`config.mk`:
```
export PLATFORM = sky130hd
export DESIGN_NAME = exception_sequencer
export DESIGN_NICKNAME = d
export VERILOG_FILES = /design/src/rtl/exception_sequencer.sv
export SDC_FILE = /design/constraint.sdc
export NUM_CORES = 1
export LEC_CHECK = 0
export CELL_PAD_IN_SITES_DETAIL_PLACEMENT = 1
export CELL_PAD_IN_SITES_GLOBAL_PLACEMENT = 1
export CORE_MARGIN = 2
export CORE_UTILIZATION = 29
export DETAILED_ROUTE_END_ITERATION = 16
export GPL_ROUTABILITY_DRIVEN = 0
export PLACE_DENSITY = 0.88
export SYNTH_ARGS = -nofsm -noshare
export SYNTH_HDL_FRONTEND = slang
export SYNTH_SLANG_ARGS = --single-unit
```
`constraint.sdc`:
```
create_clock -name clk -period 4.69 [get_ports clk]
set_input_delay 0.938 -clock clk [delete_from_list [all_inputs] [get_ports clk]]
set_output_delay 0.938 -clock clk [all_outputs]
set_load 0.02 [all_outputs]
```
`src/rtl/exception_sequencer.sv`:
```
// rtl/exception_sequencer.sv - multi-cycle exception handler: save EPC, fetch vector byte, load PC
module exception_sequencer #(
  parameter int MEM_LATENCY = 2
) (
  input  logic        clk,
  input  logic        reset,
  input  logic        exc_opcode,
  input  logic        exc_overflow,
  input  logic        exc_divzero,
  input  logic [31:0] pc_in,
  input  logic [31:0] mem_data,
  output logic [2:0]  iord_sel,
  output logic        epc_write,
  output logic [31:0] epc_value,
  output logic        pc_write,
  output logic [31:0] pc_value,
  output logic        exc_busy,
  output logic        exc_done,
  output logic [1:0]  cause
);

  typedef enum logic [2:0] {IDLE, SAVE, FETCH, LOAD, DONE} state_t;

  localparam logic [2:0] CNT_INIT = 3'(MEM_LATENCY - 1);

  state_t     state;
  logic [2:0] cnt;
  logic [1:0] new_cause;
  logic       any_exc;
  logic       unused_mem_bits;

  assign any_exc = exc_opcode | exc_overflow | exc_divzero;
  assign unused_mem_bits = ^mem_data[31:8];

  always_comb begin
    new_cause = 2'b00;
    if (exc_opcode)        new_cause = 2'b01;
    else if (exc_overflow) new_cause = 2'b10;
    else if (exc_divzero)  new_cause = 2'b11;
  end

  // Only output that is combinational on mem_data; zero outside LOAD.
  assign pc_value = (state == LOAD) ? {24'b0, mem_data[7:0]} : 32'd0;

  always_ff @(posedge clk) begin
    if (reset) begin
      state     <= IDLE;
      cnt       <= 3'd0;
      iord_sel  <= 3'b000;
      cause     <= 2'b00;
      epc_write <= 1'b0;
      epc_value <= 32'd0;
      pc_write  <= 1'b0;
      exc_busy  <= 1'b0;
      exc_done  <= 1'b0;
    end else begin
      epc_write <= 1'b0;
      pc_write  <= 1'b0;
      exc_done  <= 1'b0;
      case (state)
        IDLE: begin
          if (any_exc) begin
            state     <= SAVE;
            cause     <= new_cause;
            // Vector code is the cause with a zero MSB: 001/010/011.
            iord_sel  <= {1'b0, new_cause};
            epc_write <= 1'b1;
            epc_value <= pc_in - 32'd4;
            exc_busy  <= 1'b1;
          end
        end
        SAVE: begin
          state <= FETCH;
          cnt   <= CNT_INIT;
        end
        FETCH: begin
          if (cnt == 3'd0) begin
            state    <= LOAD;
            pc_write <= 1'b1;
          end else begin
            cnt <= cnt - 3'd1;
          end
        end
        LOAD: begin
          state    <= DONE;
          iord_sel <= 3'b000;
          exc_done <= 1'b1;
        end
        DONE: begin
          state    <= IDLE;
          exc_busy <= 1'b0;
        end
        default: state <= IDLE;
      endcase
    end
  end

endmodule
```
==> results of run 1 <==
==> registers in the layout (all words and copies together) (netlist names) <==
register   flops
epc_value     32
cnt            3
state          3
cause          2
iord_sel       2
epc_write      1
exc_busy       1
exc_done       1
pc_write       1
==> final cells by class <==
| type | count | area, um^2 |
|---|---|---|
| fill | 1044 | 5140 |
| inverter | 6 | 22.5 |
| timing repair buffer | 95 | 943 |
| sequential | 46 | 921 |
| clock inverter | 1 | 8.76 |
| multi-input combinational | 227 | 1410 |
| tap | 108 | 135 |
| clock buffer | 7 | 96.3 |
==> placed cells by master (no fill, tap or decap), drive strengths merged <==
cell            n
a21oi           5
mux2i           1
a21o            1
nand4b          3
buf             3
dfxtp          46
o21a            1
nor3b           4
nor4            7
o31a            1
o31ai          12
nand2           8
nor3            8
and2           10
nand4           3
inv             6
conb           25
a311oi         15
nor2           41
o21ai           5
nand3b          2
or4            15
nand3           3
o22ai           1
xor2            8
or3            10
a211oi         17
nand2b          3
and4            2
clkbuf          7
and3b           1
nor2b           1
clkinv          1
clkdlybuf4s50  92
ha              3
or2             4
a221oi          2
xnor2           5
==> metal layers <==
metal  up-vias  routed length (um)  GRT usage, %
met2        84                3430          25.6
met3         9                 444          3.15
met5         -                   0             0
met1      1160                3160          18.3
met4         0                 114          4.74
li1       1216                   -             -
==> power by group <==
group          leakage [nW]  total [mW]  internal, mW  switching, mW
sequential            0.381       0.494         0.455         0.0396
clock                0.0544       0.273         0.135          0.138
combinational         0.798       0.450         0.202          0.249
==> worst min-delay path, delay by kind of cell (launching register included) <==
| family | cells | cell delay (ns) |
|---|---|---|
| compound gates | 1 | 0.06 |
| buf+inv | 1 | 0.05 |
| flops | 1 | 0.32 |
==> cell families after synthesis <==
kind of cell	after synthesis	synth area share [%]
adders and majority gates	3	1.46
DFF	46	35.7
AOI/OAI and AO/OA	60	17.3
buffers and inverters	51	13.1
other	1	0.146
xor gates and xnor gates	13	4.42
and+or+nand+nor	125	27.4
muxes	1	0.389
==> final timing paths <==
check,endpoint,from,slack (ns)
min reg2reg,cause[1],cause[1],0.48
max,epc_value[19],pc_in[13],1.07
max reg2reg,epc_value[24],state[0],2.07
min,cause[1],cause[1],0.48
==> flow_summary_export.csv, run 1 <==
group,metric,value,unit
setup_path,worst-endpoint-arrival,3.81,ns
logic_synthesis,postSynthRegisterBits,46,
global_routing,grt_pass1_vias,2447,
logic_synthesis,synth_flop_cell,"sky130_fd_sc_hd__dfxtp_1",
setup_path,timing.reg2reg.worst_path_depth,4,
cts,worstSkewPairLatency,0.30,ns
logic_synthesis,yosysWarningCount,0,
placement,placed_instance_area,3430,um^2
cts,tritoncts_sinks,46,
cts,path_clk_slew,0.09,ns
detailed_routing,initialDrtViolationCount,45,
logic_synthesis,synth-seq-area-share,35.7,%
timing,setup_violations,0,
setup_path,critical_path.slowest_cell,"sky130_fd_sc_hd__or4_2",
timing,finalWorstPathRequiredPeriod,3.62,ns
layout,finish.utilization,40.7,%
run,timing.max_cap.violations,0,
logic_synthesis,netlist_top_cells_count,"sky130_fd_sc_hd__dfxtp_1 (46), sky130_fd_sc_hd__nor2_1 (41), sky130_fd_sc_hd__buf_4 (25)",
logic_synthesis,netlist_top_cells_area,"sky130_fd_sc_hd__dfxtp_1 (36%), sky130_fd_sc_hd__buf_4 (7.3%), sky130_fd_sc_hd__nor2_1 (6.0%), sky130_fd_sc_hd__a311oi_1 (5.1%), sky130_fd_sc_hd__a211oi_1 (5.0%)",
die,ios,142,
power_and_ir_drop,power_density_relative_to_cell_area,344,nW/um^2
logic_synthesis,yosys.cell_count.top_type,"sky130_fd_sc_hd__dfxtp_1",
placement,detail_placement_hpwl,5420,um
layout,num-nets-final,453,
power_and_ir_drop,total_power,1.22,mW
timing,fin_setup_tns,0,ns
die,total_core_area,8680,um^2
setup_path,critPathLaunchType,"input port",
cts,cts_tree,"built",
detailed_routing,dr.pass1.iters,4,
timing,max_freq,0.276,GHz
timing,layout_setup_ws,1.07,ns
logic_synthesis,synth.top_cell.area_share,35.7,%
cts,clock_tree.buffer_depth,2,
timing,final_slew_violations,0,
power_and_ir_drop,worst_ir_drop_vdd,0.129,mV
timing,worstMarginPinSlew,1.08,ns
die,floorplan.rows,34,
layout,diodes,0,
timing,fin_worst_hold_slack,0.476,ns
timing,fin_crit_sh,77.3,%
setup_path,timing_worst_setup_path_type,"in -> reg",
setup_path,cp-end-kind,"register",
placement,place.port_buffers,92,
layout,postLayoutCellArea,3540,um^2
global_routing,grt_antenna_before_repair,0,
die,die_h,98.3,um
cts,postCtsHoldBufs,0,
hold_path,min_delay_path_depth,2,
die,start_util,29.7,%
setup_path,total_stage_count_of_the_critical_path,5,
cts,numCtsBuffers,5,
layout,areaGrowthSynthToFinish,37.3,%
detailed_routing,route.detailed.wl_per_inst,14.6,um
die,chipWidth,98.3,um
setup_path,crit_path_cell_trace,"clkdlybuf4s50_1 -> nor4_1 -> nand4b_1 -> or4_2 -> a311oi_1",
logic_synthesis,post_synth_edffs,0,
setup_path,cp_data_required_time,4.88,ns
hold_path,hold_path.class,"reg -> reg",
logic_synthesis,post_synth_inst_count,300,
timing,timing_hold_violations_final,0,
global_routing,grt_use_total,14.8,%
detailed_routing,route.final.wire_length,7140,um
setup_path,worst_path_largest_cell_delay,0.82,ns
layout,proportion_of_layout_cells_with_a_drive_suffix_above_1,6.28,%
layout,final_cells,490,
die,die_area,9650,um^2
setup_path,critical-path-top-delay-family,"simple AND/OR/NAND/NOR gates",
logic_synthesis,synth.avg_cell_area,8.59,um^2
setup_path,crit_buf_inv,1,
global_routing,overflow,0,
power_and_ir_drop,leakage_component_of_the_power,1.23,nW
logic_synthesis,ys_types,43,
logic_synthesis,share_of_async_settable_or_async_resettable_flops_after_synthesis,0,%
detailed_routing,drc_errors,0,
timing,skew,0.00943,ns
status,outcome,"complete, no violations",
global_routing,largest_net_degree_at_the_start_of_global_routing,63,
cts,post-cts-setup-buffer-count,0,
timing,grt_setup_unrepaired,"false",
placement,placedCellCount,482,
detailed_routing,via_per_inst,5.04,
logic_synthesis,synthDominantAreaCellType,"sky130_fd_sc_hd__dfxtp_1",
cts,post_cts.resized_instances,0,
global_routing,grt_first_pass_wirelength,11800,um
detailed_routing,total_via_count_after_detailed_routing,2469,
placement,detailedPlace.worstSlack,0.767,ns
timing,slew-limit-headroom,28.0,%
logic_synthesis,synthesized_area,2580,um^2
detailed_routing,drt.antenna.violating_nets,0,
cts,clock_tree.root_cell,"sky130_fd_sc_hd__clkbuf_8",
cts,htree_levels,2,
setup_path,crit_path_max_fanout,16,
(Power assumes the default switching activity.)
==> run 2, diff against run 1 <==
--- a/config.mk
+++ b/config.mk
@@ -8,10 +8,10 @@
 export CELL_PAD_IN_SITES_DETAIL_PLACEMENT = 1
 export CELL_PAD_IN_SITES_GLOBAL_PLACEMENT = 1
 export CORE_MARGIN = 2
-export CORE_UTILIZATION = 29
+export CORE_UTILIZATION = 27
 export DETAILED_ROUTE_END_ITERATION = 16
 export GPL_ROUTABILITY_DRIVEN = 0
-export PLACE_DENSITY = 0.88
+export PLACE_DENSITY = 0.83
 export SYNTH_ARGS = -nofsm -noshare
 export SYNTH_HDL_FRONTEND = slang
 export SYNTH_SLANG_ARGS = --single-unit
==> constraint.sdc (replaced) <==
create_clock -name clk -period 3.48 [get_ports clk]
set_input_delay 0.696 -clock clk [delete_from_list [all_inputs] [get_ports clk]]
set_output_delay 0.696 -clock clk [all_outputs]
set_load 0.02 [all_outputs]
==> run 2 against run 1 <==
Sequential power rose by 34%. Clock-buffer cell count fell by 1. Sequential share of layout area fell by 0.51 points. Global-route usage fell by 0.88 points. Power rose by 38%. Combinational power rose by 36%. Die area rose by 7.1%. Flip-flop and latch count did not move. Largest power group unchanged.
==> flow_summary_export.csv, run 2 (synthesis gave the netlist of run 1 again) <==
group,metric,value,unit
power_and_ir_drop,power_density_relative_to_cell_area,464,nW/um^2
setup_path,cp_data_required_time,3.69,ns
layout,proportion_of_layout_cells_with_a_drive_suffix_above_1,7.73,%
cts,path_clk_slew,0.09,ns
timing,skew,0.00660,ns
timing,max_freq,0.348,GHz
global_routing,grt_most_used_layer,"met2",
setup_path,worst_path_largest_cell_delay,0.58,ns
setup_path,critical-path-top-delay-family,"simple AND/OR/NAND/NOR gates",
timing,grt_setup_unrepaired,"false",
cts,worstSkewPairLatency,0.30,ns
global_routing,grt_first_pass_wirelength,11500,um
timing,finalWorstPathRequiredPeriod,2.87,ns
layout,largest_register,"epc_value",
layout,most_common_cell_after_layout_fill_and_taps_aside,"sky130_fd_sc_hd__clkdlybuf4s50_1",
detailed_routing,route.detailed.wl_per_inst,13.7,um
layout,most-common-layout-cells,"sky130_fd_sc_hd__clkdlybuf4s50_1 (91), sky130_fd_sc_hd__dfxtp_1 (46), sky130_fd_sc_hd__nor2_1 (41)",
cts,tritoncts_sinks,46,
setup_path,worst-endpoint-arrival,3.08,ns
setup_path,crit_buf_inv,1,
detailed_routing,initialDrtViolationCount,30,
power_and_ir_drop,worst_ir_drop_vdd,0.162,mV
global_routing,grt_use_total,13.9,%
setup_path,crit_path_cell_trace,"clkdlybuf4s50_1 -> or4_4 -> or4_4 -> or4_1 -> a311oi_1",
layout,diodes,0,
setup_path,path_common_cell,"sky130_fd_sc_hd__or4_4",
cts,htree_levels,2,
detailed_routing,drc_errors,0,
setup_path,timing_worst_setup_path_type,"in -> reg",
cts,numCtsBuffers,5,
setup_path,cp-end-kind,"register",
cts,cts_tree,"built",
setup_path,crit_path_max_fanout,14,
global_routing,grtUsageMet2,25.5,%
cts,postCtsHoldBufs,0,
setup_path,critical_path.slowest_cell,"sky130_fd_sc_hd__or4_4",
timing,fin_crit_sh,82.5,%
detailed_routing,dr.pass1.iters,4,
die,total_core_area,9240,um^2
layout,largest_register_ff_count,32,
global_routing,overflow,0,
timing,final_slew_violations,0,
power_and_ir_drop,leakage_component_of_the_power,1.26,nW
placement,placed_instance_area,3500,um^2
die,floorplan.rows,35,
die,start_util,27.9,%
detailed_routing,via_per_inst,4.74,
layout,num-nets-final,459,
timing,worstMarginPinSlew,0.856,ns
global_routing,grt_pass1_vias,2464,
status,outcome,"complete, no violations",
global_routing,grt_use_met1,15.8,%
timing,setup_violations,0,
timing,slew-limit-headroom,42.9,%
global_routing,gr-usage-met3,3.45,%
timing,timing_hold_violations_final,0,
timing,fin_worst_hold_slack,0.472,ns
timing,fin_setup_tns,0,ns
hold_path,hold_path.class,"reg -> reg",
die,die_h,102,um
die,die_area,10300,um^2
detailed_routing,total_via_count_after_detailed_routing,2453,
cts,clock_tree.root_cell,"sky130_fd_sc_hd__clkbuf_8",
placement,detail_placement_hpwl,5450,um
cts,post_cts.resized_instances,0,
setup_path,critPathLaunchType,"input port",
placement,place.port_buffers,92,
cts,post-cts-setup-buffer-count,0,
run,timing.max_cap.violations,0,
layout,postLayoutCellArea,3610,um^2
power_and_ir_drop,total_power,1.68,mW
cts,clock_tree.buffer_depth,2,
layout,areaGrowthSynthToFinish,40.0,%
detailed_routing,drt.antenna.violating_nets,0,
global_routing,grt_antenna_before_repair,0,
die,ios,142,
global_routing,largest_net_degree_at_the_start_of_global_routing,47,
detailed_routing,route.final.wire_length,7060,um
die,chipWidth,102,um
layout,top_regs,"epc_value: 32 flops, cnt: 3 flops, state: 3 flops",
layout,finish.utilization,39.0,%
==> run 2: cell type report <==
type / instances / area (um^2)
Multi-Input combinational cell: 227 / 1410
Timing Repair Buffer: 101 / 983
Inverter: 6 / 22.5
Clock buffer: 6 / 72.6
Tap cell: 129 / 161
Sequential cell: 46 / 921
Clock inverter: 2 / 37.5
Fill cell: 1126 / 5630
==> run 2: final timing paths <==
path	start	end	slack, ns	cells after the start
min	epc_value[1]	epc_value[1]	0.47	2
min reg2reg	epc_value[1]	epc_value[1]	0.47	2
max	pc_in[17]	epc_value[29]	0.61	5
max reg2reg	state[0]	epc_value[10]	1.37	6
==> run 2: stage by stage <==
stage / setup WS (ns) / cells
3_3_place_gp: 0.311 / 509
2_1_floorplan: 0.817 / 324
5_1_grt: 0.486 / 517
3_5_place_dp: 0.280 / 509
6_report: 0.611 / 517
4_1_cts: 0.601 / 517
==> run 2: per-layer routing <==
metal | up-vias | share of wire (%) | wire length (um)
met4 | 0 | 1.3 | 89
met2 | 78 | 50 | 3530
met3 | 7 | 6.6 | 466
met5 | - | 0 | 0
met1 | 1148 | 42 | 2980
li1 | 1220 | - | -
==> run 2: worst min-delay path: stages, from the launching register on <==
cell                      delay [ns]
sky130_fd_sc_hd__dfxtp_1        0.32
sky130_fd_sc_hd__nand2_1        0.05
sky130_fd_sc_hd__a21oi_1        0.06
==> run 2: report_power, final <==
part           leakage [nW]  internal [mW]  switching, mW
registers             0.381          0.613         0.0512
clock network        0.0514          0.214          0.185
logic                 0.826          0.276          0.336
==> run 3, diff against run 2 <==
--- a/config.mk
+++ b/config.mk
@@ -8,10 +8,10 @@
 export CELL_PAD_IN_SITES_DETAIL_PLACEMENT = 1
 export CELL_PAD_IN_SITES_GLOBAL_PLACEMENT = 1
 export CORE_MARGIN = 2
-export CORE_UTILIZATION = 27
+export CORE_UTILIZATION = 25
 export DETAILED_ROUTE_END_ITERATION = 16
 export GPL_ROUTABILITY_DRIVEN = 0
-export PLACE_DENSITY = 0.83
+export PLACE_DENSITY = 0.81
 export SYNTH_ARGS = -nofsm -noshare
 export SYNTH_HDL_FRONTEND = slang
 export SYNTH_SLANG_ARGS = --single-unit
==> constraint.sdc (replaced) <==
create_clock -name clk -period 2.56 [get_ports clk]
set_input_delay 0.512 -clock clk [delete_from_list [all_inputs] [get_ports clk]]
set_output_delay 0.512 -clock clk [all_outputs]
set_load 0.02 [all_outputs]
==> run 3 against run 2 <==
Setup slack worse by 0.55 ns. Critical path depth is 1 higher. Design area grew 10%. Worst hold slack got worse by 0.0060 ns. Sequential power grew 37%. Clock skew increased by 0.0023 ns. Combinational power increased by 45%. Sequential share of layout area decreased by 2.3 points. Power increased by 40%. Clock-buffer cell count is the same.
==> flow_summary_export.csv, run 3 (synthesis gave the netlist of run 1 again) <==
group,metric,value,unit
global_routing,grt_pass1_vias,2602,
setup_path,critPathLaunchType,"input port",
layout,postLayoutCellArea,3970,um^2
setup_path,cp_data_required_time,2.77,ns
global_routing,grt_antenna_before_repair,0,
cts,numCtsBuffers,5,
timing,worstMarginPinSlew,0.581,ns
timing,fin_setup_tns,0,ns
die,total_core_area,10200,um^2
timing,finalWorstPathRequiredPeriod,2.50,ns
setup_path,cp-end-kind,"register",
placement,placed_instance_area,3800,um^2
placement,detailedPlace.worstSlack,-0.372,ns
layout,most_common_cell_after_layout_fill_and_taps_aside,"sky130_fd_sc_hd__clkdlybuf4s50_1",
cts,tritoncts_sinks,46,
detailed_routing,total_via_count_after_detailed_routing,2640,
layout,diodes,0,
cts,clock_tree.root_cell,"sky130_fd_sc_hd__clkbuf_8",
timing,final_slew_violations,0,
die,floorplan.rows,37,
timing,setup_violations,0,
layout,top_regs,"epc_value: 32 flops, cnt: 3 flops, state: 3 flops",
power_and_ir_drop,sequentialPowerShare,38.5,%
cts,cts_tree,"built",
detailed_routing,drt.antenna.violating_nets,0,
status,outcome,"complete, no violations",
setup_path,worst-endpoint-arrival,2.71,ns
placement,detail_placement_hpwl,6270,um
setup_path,r2r-start,"state[0]",
global_routing,overflow,0,
hold_path,hold_path.class,"reg -> reg",
cts,clock_tree.buffer_depth,2,
detailed_routing,drc_errors,0,
layout,largest_register_ff_count,32,
power_and_ir_drop,combinationalPowerShare,37.8,%
global_routing,largest_net_degree_at_the_start_of_global_routing,32,
cts,postCtsHoldBufs,0,
power_and_ir_drop,fraction_of_power_consumed_by_the_clock_network,23.7,%
layout,areaGrowthSynthToFinish,54.0,%
cts,htree_levels,2,
setup_path,crit_path_max_fanout,7,
layout,proportion_of_layout_cells_with_a_drive_suffix_above_1,17.2,%
power_and_ir_drop,net-switching-power,0.785,mW
hold_path,hp-start,"epc_value[0]",
power_and_ir_drop,internal_power,1.57,mW
power_and_ir_drop,worst_ir_drop_vdd,0.270,mV
die,die_area,11100,um^2
timing,timing_hold_violations_final,0,
layout,most-common-layout-cells,"sky130_fd_sc_hd__clkdlybuf4s50_1 (87), sky130_fd_sc_hd__buf_4 (49), sky130_fd_sc_hd__dfxtp_1 (45)",
die,ios,142,
timing,slew-limit-headroom,61.3,%
cts,worstSkewPairLatency,0.30,ns
timing,grt_setup_unrepaired,"false",
layout,num-nets-final,501,
setup_path,timing_worst_setup_path_type,"in -> reg",
global_routing,grt_first_pass_wirelength,12700,um
detailed_routing,route.detailed.wl_per_inst,14.0,um
setup_path,crit_path_cell_trace,"clkdlybuf4s50_1 -> or3_1 -> or4_4 -> buf_6 -> or4_1 -> a311oi_1",
timing,max_freq,0.400,GHz
run,timing.max_cap.violations,0,
placement,place.port_buffers,92,
timing,skew,0.00894,ns
power_and_ir_drop,power.share.switching,33.4,%
power_and_ir_drop,leakage_component_of_the_power,1.51,nW
setup_path,worst_path_largest_cell_delay,0.55,ns
die,start_util,25.3,%
cts,path_clk_slew,0.09,ns
setup_path,worstSetupStartpoint,"pc_in[24]",
timing,fin_worst_hold_slack,0.466,ns
detailed_routing,via_per_inst,4.67,
die,chipWidth,106,um
timing,layout_setup_ws,0.0621,ns
detailed_routing,initialDrtViolationCount,74,
detailed_routing,dr.pass1.iters,4,
global_routing,grt_use_total,14.0,%
layout,largest_register,"epc_value",
detailed_routing,route.final.wire_length,7910,um
setup_path,critical_path.slowest_cell,"sky130_fd_sc_hd__or4_4",
timing,fin_crit_sh,97.6,%
power_and_ir_drop,power_density_relative_to_cell_area,593,nW/um^2
die,die_h,106,um
-- run 3: cell count changes in the layout (fill, tap and decap cells not counted), sizes merged --
cell,change
buf,+42
dlymetal6s2s,+4
clkdlybuf4s50,-4
clkinvlp,-1
-- run 3: area by class of cell --
type,count,area (um^2)
clock buffers,6,82.6
repair buffers,143,1330
well taps,136,170
fillers,1217,6220
inverters,6,22.5
multi-input cells,227,1420
flip-flops and latches,46,922
clock inverters,1,30.0
-- run 3: critical path: cells and delay by family --
family	cells	cell delay, ns
and+or+nand+nor	3	1.35
buffers and inverters	2	0.62
AOI/OAI and AO/OA	1	0.23
-- run 3: worst paths after layout --
kind / to / slack, ns / cells past startpoint
worst min register to register: epc_value[0] / 0.47 / 2
worst max-delay path: epc_value[26] / 0.06 / 6
worst max register to register: epc_value[16] / 0.81 / 6
worst min-delay path: epc_value[0] / 0.47 / 2
-- run 3: layer usage --
metal  GRT usage [%]  share of wire, %  vias up
met2            27.5                53       79
li1                -                 -     1310
met3            2.91               5.3        6
met5               0                 0        -
met1            15.4                41     1245
met4            2.82              0.99        0
-- run 3: through the flow --
stage | power [mW] | std cells | utilization, %
floorplan | 1.42 | 324 | -
CTS | 2.38 | 561 | 38.5
global route | 2.51 | 565 | 39.0
detailed placement | 1.83 | 554 | 37.3
global placement | 1.79 | 554 | 37.3
finish | 2.35 | 565 | 39.0
-- run 3: power groups by stage --
| stage | Clock (mW) | Combinational (mW) | Sequential, mW |
|---|---|---|---|
| finish | 0.557 | 0.889 | 0.907 |
| CTS | 0.573 | 0.901 | 0.910 |
| global route | 0.611 | 0.967 | 0.927 |
| detailed placement | 0 | 0.899 | 0.927 |
| floorplan | 0 | 0.391 | 1.03 |
| global placement | 0 | 0.873 | 0.921 |
-- run 3: repair_timing --
item / CTS / global route
resized for setup: 0 / 9
pin swaps: 1 / 3
buffers inserted: 0 / 4
endpoints found under the setup margin: 6 / 13
